<file path="config.mk">
export PLATFORM = sky130hd
export DESIGN_NAME = axil_slave_regfile
export DESIGN_NICKNAME = d
export VERILOG_FILES = /design/src/rtl/axil_slave_regfile.sv
export SDC_FILE = /design/constraint.sdc
export NUM_CORES = 1
export LEC_CHECK = 0
export ABC_CLOCK_PERIOD_IN_PS = 2600
export CAP_MARGIN = 15
export CELL_PAD_IN_SITES_DETAIL_PLACEMENT = 0
export CELL_PAD_IN_SITES_GLOBAL_PLACEMENT = 1
export CORE_MARGIN = 4
export CORE_UTILIZATION = 45
export DETAILED_ROUTE_END_ITERATION = 12
export PLACE_DENSITY_LB_ADDON = 0.1
export SLEW_MARGIN = 20
export SYNTH_ARGS = -nofsm -noshare
export SYNTH_HDL_FRONTEND = slang
export SYNTH_SLANG_ARGS = --single-unit
export TNS_END_PERCENT = 30
</file>
<file path="constraint.sdc">
create_clock -name ACLK -period 2.6 [get_ports ACLK]
set_input_delay 0.39 -clock ACLK [delete_from_list [all_inputs] [get_ports ACLK]]
set_output_delay 0.39 -clock ACLK [all_outputs]
set_load 0.02 [all_outputs]
</file>
<file path="src/rtl/axil_slave_regfile.sv">
// AXI4-Lite slave exposing NUM_REGS 32-bit registers with byte-strobed writes.
// Latency: BVALID one cycle after the second AW/W handshake, RVALID one cycle after AR; B/R stall indefinitely on BREADY/RREADY low.
module axil_slave_regfile #(
    parameter int unsigned NUM_REGS  = 4,
    parameter logic [31:0] RESET_VAL = 32'h0
) (
    input  logic        ACLK,
    input  logic        ARESETn,
    input  logic        AWVALID,
    output logic        AWREADY,
    input  logic [31:0] AWADDR,
    input  logic [2:0]  AWPROT,
    input  logic        WVALID,
    output logic        WREADY,
    input  logic [31:0] WDATA,
    input  logic [3:0]  WSTRB,
    output logic        BVALID,
    input  logic        BREADY,
    output logic [1:0]  BRESP,
    input  logic        ARVALID,
    output logic        ARREADY,
    input  logic [31:0] ARADDR,
    input  logic [2:0]  ARPROT,
    output logic        RVALID,
    input  logic        RREADY,
    output logic [31:0] RDATA,
    output logic [1:0]  RRESP
);
    localparam int unsigned IDX_W = $clog2(NUM_REGS);

    typedef enum logic [1:0] {W_IDLE, W_HAVE_A, W_HAVE_D, W_RESP} w_state_t;
    typedef enum logic {R_IDLE, R_DATA} r_state_t;

    w_state_t           w_state, w_state_nxt;
    r_state_t           r_state, r_state_nxt;
    logic               rdy_en;
    logic [31:0]        regs [NUM_REGS];
    logic [31:0]        aw_addr_q, w_data_q, rdata_q;
    logic [3:0]         w_strb_q;
    logic [1:0]         bresp_q, rresp_q;

    logic               aw_hs, w_hs, ar_hs, wr_commit;
    logic [31:0]        wr_addr, wr_data;
    logic [3:0]         wr_strb;
    logic               wr_ok, rd_ok;
    logic [IDX_W-1:0]   wr_idx, rd_idx;
    logic               unused_ok;

    assign aw_hs = AWVALID & AWREADY;
    assign w_hs  = WVALID & WREADY;
    assign ar_hs = ARVALID & ARREADY;

    // Whichever half arrived first was latched; the other comes straight off the bus.
    assign wr_addr   = (w_state == W_HAVE_A) ? aw_addr_q : AWADDR;
    assign wr_data   = (w_state == W_HAVE_D) ? w_data_q  : WDATA;
    assign wr_strb   = (w_state == W_HAVE_D) ? w_strb_q  : WSTRB;
    assign wr_ok     = ~|wr_addr[31:IDX_W+2];
    assign wr_idx    = wr_addr[IDX_W+1:2];
    assign rd_ok     = ~|ARADDR[31:IDX_W+2];
    assign rd_idx    = ARADDR[IDX_W+1:2];
    assign unused_ok = ^{AWPROT, ARPROT, wr_addr[1:0], ARADDR[1:0]};

    assign wr_commit = ((w_state == W_IDLE)   & aw_hs & w_hs) |
                       ((w_state == W_HAVE_A) & w_hs) |
                       ((w_state == W_HAVE_D) & aw_hs);

    // Keeps all READYs low during reset and for the release cycle itself.
    always_ff @(posedge ACLK or negedge ARESETn) begin
        if (!ARESETn) begin
            rdy_en  <= 1'b0;
            w_state <= W_IDLE;
            r_state <= R_IDLE;
        end else begin
            rdy_en  <= 1'b1;
            w_state <= w_state_nxt;
            r_state <= r_state_nxt;
        end
    end

    always_comb begin
        w_state_nxt = w_state;
        AWREADY     = 1'b0;
        WREADY      = 1'b0;
        BVALID      = 1'b0;
        case (w_state)
            W_IDLE: begin
                AWREADY = rdy_en;
                WREADY  = rdy_en;
                if (aw_hs && w_hs) w_state_nxt = W_RESP;
                else if (aw_hs)    w_state_nxt = W_HAVE_A;
                else if (w_hs)     w_state_nxt = W_HAVE_D;
            end
            W_HAVE_A: begin
                WREADY = rdy_en;
                if (w_hs) w_state_nxt = W_RESP;
            end
            W_HAVE_D: begin
                AWREADY = rdy_en;
                if (aw_hs) w_state_nxt = W_RESP;
            end
            W_RESP: begin
                BVALID = 1'b1;
                if (BREADY) w_state_nxt = W_IDLE;
            end
            default: w_state_nxt = W_IDLE;
        endcase
    end

    always_comb begin
        r_state_nxt = r_state;
        ARREADY     = 1'b0;
        RVALID      = 1'b0;
        case (r_state)
            R_IDLE: begin
                ARREADY = rdy_en;
                if (ar_hs) r_state_nxt = R_DATA;
            end
            R_DATA: begin
                RVALID = 1'b1;
                if (RREADY) r_state_nxt = R_IDLE;
            end
            default: r_state_nxt = R_IDLE;
        endcase
    end

    always_ff @(posedge ACLK or negedge ARESETn) begin
        if (!ARESETn) begin
            aw_addr_q <= '0;
            w_data_q  <= '0;
            w_strb_q  <= '0;
            bresp_q   <= 2'b00;
        end else begin
            if (aw_hs)     aw_addr_q <= AWADDR;
            if (w_hs) begin
                w_data_q <= WDATA;
                w_strb_q <= WSTRB;
            end
            if (wr_commit) bresp_q <= wr_ok ? 2'b00 : 2'b10;
        end
    end

    always_ff @(posedge ACLK or negedge ARESETn) begin
        if (!ARESETn) begin
            for (int i = 0; i < NUM_REGS; i++) regs[i] <= RESET_VAL;
        end else if (wr_commit && wr_ok) begin
            for (int b = 0; b < 4; b++) begin
                if (wr_strb[b]) regs[wr_idx][8*b +: 8] <= wr_data[8*b +: 8];
            end
        end
    end

    // Read capture sees pre-write contents when a write commits on the same edge.
    always_ff @(posedge ACLK or negedge ARESETn) begin
        if (!ARESETn) begin
            rdata_q <= '0;
            rresp_q <= 2'b00;
        end else if (ar_hs) begin
            rdata_q <= rd_ok ? regs[rd_idx] : 32'h0;
            rresp_q <= rd_ok ? 2'b00 : 2'b10;
        end
    end

    assign BRESP = bresp_q;
    assign RDATA = rdata_q;
    assign RRESP = rresp_q;

endmodule

</file>
; Word level (Yosys, flattened, before mapping)
; Cells that the tools add are included.
[word_totals]
ff_bits = 236
out_inout_bits = 41
elab_cells = 88
[classes]
magnitude_cmp = 3
eq_ne = 7
n_mux = 43
n_bitwise = 12
n_reduce_logical = 10
[ops]
columns = cell, count
row1 = 2-to-1 mux 128 bit, 7
row2 = bitwise mux 128 bit, 4
row3 = demux 32 bit (select 2 bit), 4
row4 = 2-to-1 mux 32 bit, 6
row5 = binary-select mux 32 bit (select 2 bit), 1
row6 = OR reduction 28 bit, 2
row7 = 2-to-1 mux 24 bit, 1
row8 = 2-to-1 mux 16 bit, 1
row9 = 2-to-1 mux 2 bit, 8
row10 = 2-to-1 mux 8 bit, 1
row11 = one-hot mux 2 bit (4 select lines), 1
row12 = bitwise AND 1 bit, 7
row13 = 2-to-1 mux 1 bit, 7
row14 = >= comparator 3 bit (second input constant), 2
row15 = != test 2 bit (second input constant), 3
row16 = NOT 2 -> 3 bit, 2
row17 = equality test 2 bit (second input constant), 2
row18 = 2-to-1 mux 4 bit, 1
row19 = != test 4 x 3 -> 1 bit (second input constant), 1
row20 = AND reduction 4 bit, 1
row21 = OR reduction 2 bit, 2
row22 = logical AND 1 bit, 3
row23 = < comparator 3 x 1 -> 1 bit (second input constant), 1
row24 = equality test 2 x 1 -> 1 bit (second input constant), 1
row25 = 5 further kinds, 6

; Depth between registers and ports, before layout
; Gate-level depths: netlist of the first run.
[logic_depth]
depth_word = 18
depth_mapped = 9

; Worst setup path before layout of the first run
; No wires, ideal clock.
[synth_timing]
kind = register to register
from = reg w_state[1]
to = reg regs[120] (netlist bit)
setup_time_ns = 0.125
arrival_time_ns = 2.247
t_required_ns = 2.475
slack_ns = 0.228
path_stages_with_launch = 10
n_path_buf = 2
synth_period_minus_slack_ns = 2.372
path_cell_list = dfrtp_1 -> inv_1 -> ha_1 -> buf_6 -> nor4_4 -> nand4_2 -> o22ai_4 -> buf_12 -> nand4_4 -> mux2_4
[synth_via]
elab_chain_cells = 15
[synth_lines]
columns = item, line_no
row1 = from (decl), 34  ; w_state_t w_state, w_state_nxt;
row2 = from (signal assigned), 75  ; w_state <= w_state_nxt;
row3 = equality test 2 x 1 -> 1 bit, "54, 64, 85"
row4 = 2-to-1 mux 32 bit, 54  ; assign wr_addr = (w_state == W_HAVE_A) ? aw_addr_q : AWADDR;
row5 = NOT 2 -> 3 bit (implied by the code), 147  ; if (wr_strb[b]) regs[wr_idx][8*b +: 8] <= wr_data[8*b +: 8];
row6 = demux 32 bit (select 2 bit), 147
row7 = bitwise mux 128 bit, 147
row8 = 2-to-1 mux 128 bit, 147
row9 = 2-to-1 mux 128 bit, 145  ; end else if (wr_commit && wr_ok) begin
row10 = bitwise mux 128 bit, 147
row11 = 2-to-1 mux 128 bit, 147
row12 = 2-to-1 mux 128 bit, 145
row13 = bitwise mux 128 bit, 147
row14 = 2-to-1 mux 128 bit, 147
row15 = 2-to-1 mux 128 bit, 145
row16 = bitwise mux 128 bit, 147
row17 = 2-to-1 mux 128 bit, 147
row18 = "to (signal, indexed assignment)", 147
row19 = to (decl), 37  ; logic [31:0] regs [NUM_REGS];
; Several ways; a longest one is shown, not always the timed one. The select of a mux whose other input is x is not followed.
; A chain may end at the register's enable or synchronous reset.

; Final worst setup path of the first run
[layout_timing]
from = reg w_state[0]
to = out AWREADY
[layout_via]
elab_chain_cells = 3
[layout_lines]
columns = item, line_no
row1 = equality test 2 bit / logical NOT 2 bit (equally long branches), 85  ; case (w_state)
row2 = OR reduction 2 bit (no line) *, n/a
row3 = 2-to-1 mux 1 bit *, 85
row4 = to (decl), 10  ; output logic AWREADY,
; Mark *: on every way between the ends. The rest lies on a longest branch, timed or not.

==> key figures, run 1 <==
Routing
  • Met2 WL: between 10000 and 15000 µm
  • Initial DRC Count: 224
  • Avg WL per Cell: 18.6 µm
  • 1st-pass router iterations: 4
  • Vias: 6699
  • DR DRC count: 0
  • Max Used Layer: met5
  • DR WL met3: around 1100 µm
  • Vias per Instance: roughly 5.3
  • Remaining antenna violation count: 0
  • Routed wire length: approximately 24000 µm
  • DRT met1 WL: 10200 µm

Global routing
  • Grt ovf: 0
  • GRT Total Usage: 18.4%
  • Vias in the first global route: 7499
  • Global-route wire length before repair: 38900 µm
  • Antenna violations before repair: 1
  • Largest net degree at the start of global routing: 77

Placement
  • Gpl congestion: 0.767
  • Port bufs: between 100 and 150
  • Post-DP HPWL: between 15000 and 20000 µm

Floorplan
  • Die width: about 160 µm
  • Initial Utilization: roughly 46%
  • Die Height: ~160 µm
  • Row Count: 55
  • Die ar.: between 20000 and 30000 µm²
  • I/O Pins: 154
  • Core Area: between 20000 and 25000 µm²

Worst setup path
  • Slowest cell on crit path: clkdlybuf4s50_1
  • Crit path max-delay family: buffers and inverters
  • WP data arrival: between 2000 and 2500 ps
  • Worst-path maximum fanout: 5
  • Data required time of the worst path: about 2200 ps
  • Sum of buffers and inverters on the critical path: 2
  • CP Capture Type: output pin
  • CP max stage delay: approximately 600 ps
  • Startpoint type of the worst setup path: flop
  • Setup CP Type: flop to output pin
  • FF-to-FF setup slack: roughly 150 ps
  • Crit-path cells: inv_1, ha_1, o21a_1, clkdlybuf4s50_1

Clock tree
  • CTS buffer count: 26
  • Clk slew on worst S/H paths: 60 ps
  • CTS tree: yes
  • TritonCTS Sinks: 232
  • Root Buffer: clkbuf_16
  • Clk_lat worst skew: 520 ps
  • Htree depth: 1
  • Clk buf depth: 3

Synth
  • Ys async rst share: 100%
  • Register area share after synthesis: between 50% and 60%
  • Cells after synthesis: ~770
  • Yosys cell types: 39
  • Synth Area per Inst: 13.6 µm²
  • Number of synthesized flops with an enable pin: 0
  • Synth Flop Type: dfrtp_1
  • FF+latch count, synth: 232
  • YS warnings: 0
  • Netlist Area Pre-Place: between 10000 and 15000 µm²

STA
  • Worst-margin pin slew: 631 ps
  • Final setup viols: 0
  • Max Fclk: about 400 MHz
  • Final hold slack: roughly 440 ps
  • RSZ-0062 raised after global routing: no
  • Skew final: around 10 ps
  • Tcrit/Tclk final: a little over nine tenths
  • Final Hold Violating Endpoints: 0
  • Final min period: approximately 2500 ps
  • Slew HR: between 50% and 60%
  • Final Slew Violations: 0

Layout
  • Most frequent cells in the layout: dfrtp_1 (232), mux2_2 (192), clkdlybuf4s50_1 (138)
  • Storage cell area: between 5000 and 6000 µm²
  • Ant diodes: 0
  • Share of layout cells above drive strength 1: 33.9%
  • Area growth from synthesis to layout: 28.0%
  • Multi-input logic area: between 4000 and 5000 µm²
  • Final Core Density: between 50 and 60%
  • FILL cells: 1837
  • Most common cell after layout, fill and taps aside: dfrtp_1
  • Layout Nets: 1059

Power and ir drop
  • Internal power: about 7.4 mW
  • Reg power frac: 42.6%
  • Sw power: 2.95 mW
  • Worst vdd ir: about 0.57 mV
  • Comb pwr share: a little under a quarter
  • Proportion of power drawn by the clock network: between 30% and 40%
  • Pleak: a little over 6 nW
  • Switching part of the total: 28.4%
  • Power per cell area: a little under 800 nW/µm²

Outcome
  • Status: completed

Worst hold path
  • Min-Delay Path Class: input pin to flop

Flow run
  • Max Cap Violations: 0
[stage by stage]
stage                     cell area [µm²]  TNS, ps  setup slack (ps)  total power, mW  cells
after floorplan                     10500        0               228             6.05    773
after detailed placement            12600     -310             -44.6             6.91   1223
after global routing                13500        0              6.41             11.0   1272
after CTS                           13400        0              8.28             10.5   1270
after global placement              12600     -143             -18.6             6.76   1223
final                               13500        0              94.7             10.4   1272
[what timing repair did]
item / in CTS / in global routing
pin swaps: 0 / 0
setup buffers: 0 / 1
endpoints found under the setup margin: 1 / 129
endpoints found under the hold margin: 71 / 0
cloned: 0 / 1
gates resized for setup: 1 / 3
hold buffers: 1 / 0
[worst register-to-register path, delay by kind of cell, from the launching register on]
family	cells	cell delay (ps)
fa+ha+maj	1	250
flops	1	370
mux	1	380
buf+inv	2	280
compound gates	1	300
simple gates	3	740
[Yosys cell counts (all sizes together) (3+ instances only)]
cell type / count / area (µm²)
inv: 40 / 150
nor4: 17 / 121
buf: 13 / 87.6
nand4: 21 / 317
o21ai: 35 / 175
mux2: 200 / 2280
nand2: 125 / 469
a21o: 3 / 22.5
dfrtp: 232 / 5810
clkbuf: 20 / 75.1
nor2: 3 / 11.3
nor2b: 3 / 18.8
mux4: 32 / 721
ha: 5 / 62.6
o22ai: 3 / 32.5
[metal layers]
| metal | up-vias | global-route usage [%] |
|---|---|---|
| met4 | 2 | 5.08 |
| met5 | - | 0 |
| met3 | 37 | 3.03 |
| met2 | 150 | 32.5 |
| met1 | 3430 | 23.6 |
| li1 | 3080 | - |
[flip-flops by register name, indices dropped and copies added (netlist names), 2 cells and up]
register	count
w_state	2
RDATA	32
regs	128
w_strb_q	4
aw_addr_q	30
w_data_q	32
[kinds of logic after synthesis]
family	Yosys count	synth area share (%)
other cells	2	0.0714
mux	234	28.7
buf+inv	73	2.97
flops	232	55.2
fa+ha+maj	5	0.595
simple gates	176	9.36
compound gates	50	3.07
[area by class of cell]
type                       instances  area share, %
tap                              313           2.91
sequential                       232           43.1
clock buffer                      42           5.81
inverter                          40           1.11
multi-input combinational        468           32.9
timing repair buffer             173           13.8
clock inverter                     4          0.334
[worst paths after layout]
| check | start | to | cells after the start |
|---|---|---|---|
| setup / recovery | w_state[0]$_DFFE_PN0P_ | AWREADY | 4 |
| hold / removal | AWADDR[14] | aw_addr_q[14]$_DFFE_PN0N_ | 3 |
| setup reg to reg | w_state[1]$_DFFE_PN0P_ | regs[124]$_DFFE_PN0P_ | 8 |
| hold reg to reg | aw_addr_q[24]$_DFFE_PN0N_ | aw_addr_q[24]$_DFFE_PN0N_ | 2 |
| max in group asynchronous | ARESETn | aw_addr_q[5]$_DFFE_PN0N_ | 3 |
| min in group asynchronous | ARESETn | RDATA[29]$_DFFE_PN0P_ | 2 |
[power groups by stage]
stage	registers [mW]	logic (mW)	clock network (mW)
final	4.42	2.45	3.51
after detailed placement	4.47	2.44	0
after global routing	4.48	2.71	3.77
after CTS	4.40	2.45	3.61
after global placement	4.42	2.34	0
after floorplan	4.38	1.67	0
No activity file was read; power rests on OpenSTA's default activity.
==> run 2, diff against run 1 <==
--- a/config.mk
+++ b/config.mk
@@ -13,7 +13,7 @@
 export CORE_UTILIZATION = 45
 export DETAILED_ROUTE_END_ITERATION = 12
 export PLACE_DENSITY_LB_ADDON = 0.1
-export SLEW_MARGIN = 20
+export SLEW_MARGIN = 15
 export SYNTH_ARGS = -nofsm -noshare
 export SYNTH_HDL_FRONTEND = slang
 export SYNTH_SLANG_ARGS = --single-unit
==> results of run 2 <==
Final layout, timing and power as in run 1 (identical DEF).
==> run 3, diff against run 2 <==
--- a/config.mk
+++ b/config.mk
@@ -12,6 +12,7 @@
 export CORE_MARGIN = 4
 export CORE_UTILIZATION = 45
 export DETAILED_ROUTE_END_ITERATION = 12
+export HOLD_SLACK_MARGIN = 0.1
 export PLACE_DENSITY_LB_ADDON = 0.1
 export SLEW_MARGIN = 15
 export SYNTH_ARGS = -nofsm -noshare
==> results of run 3 <==
Final layout, timing and power as in run 1 (identical DEF).
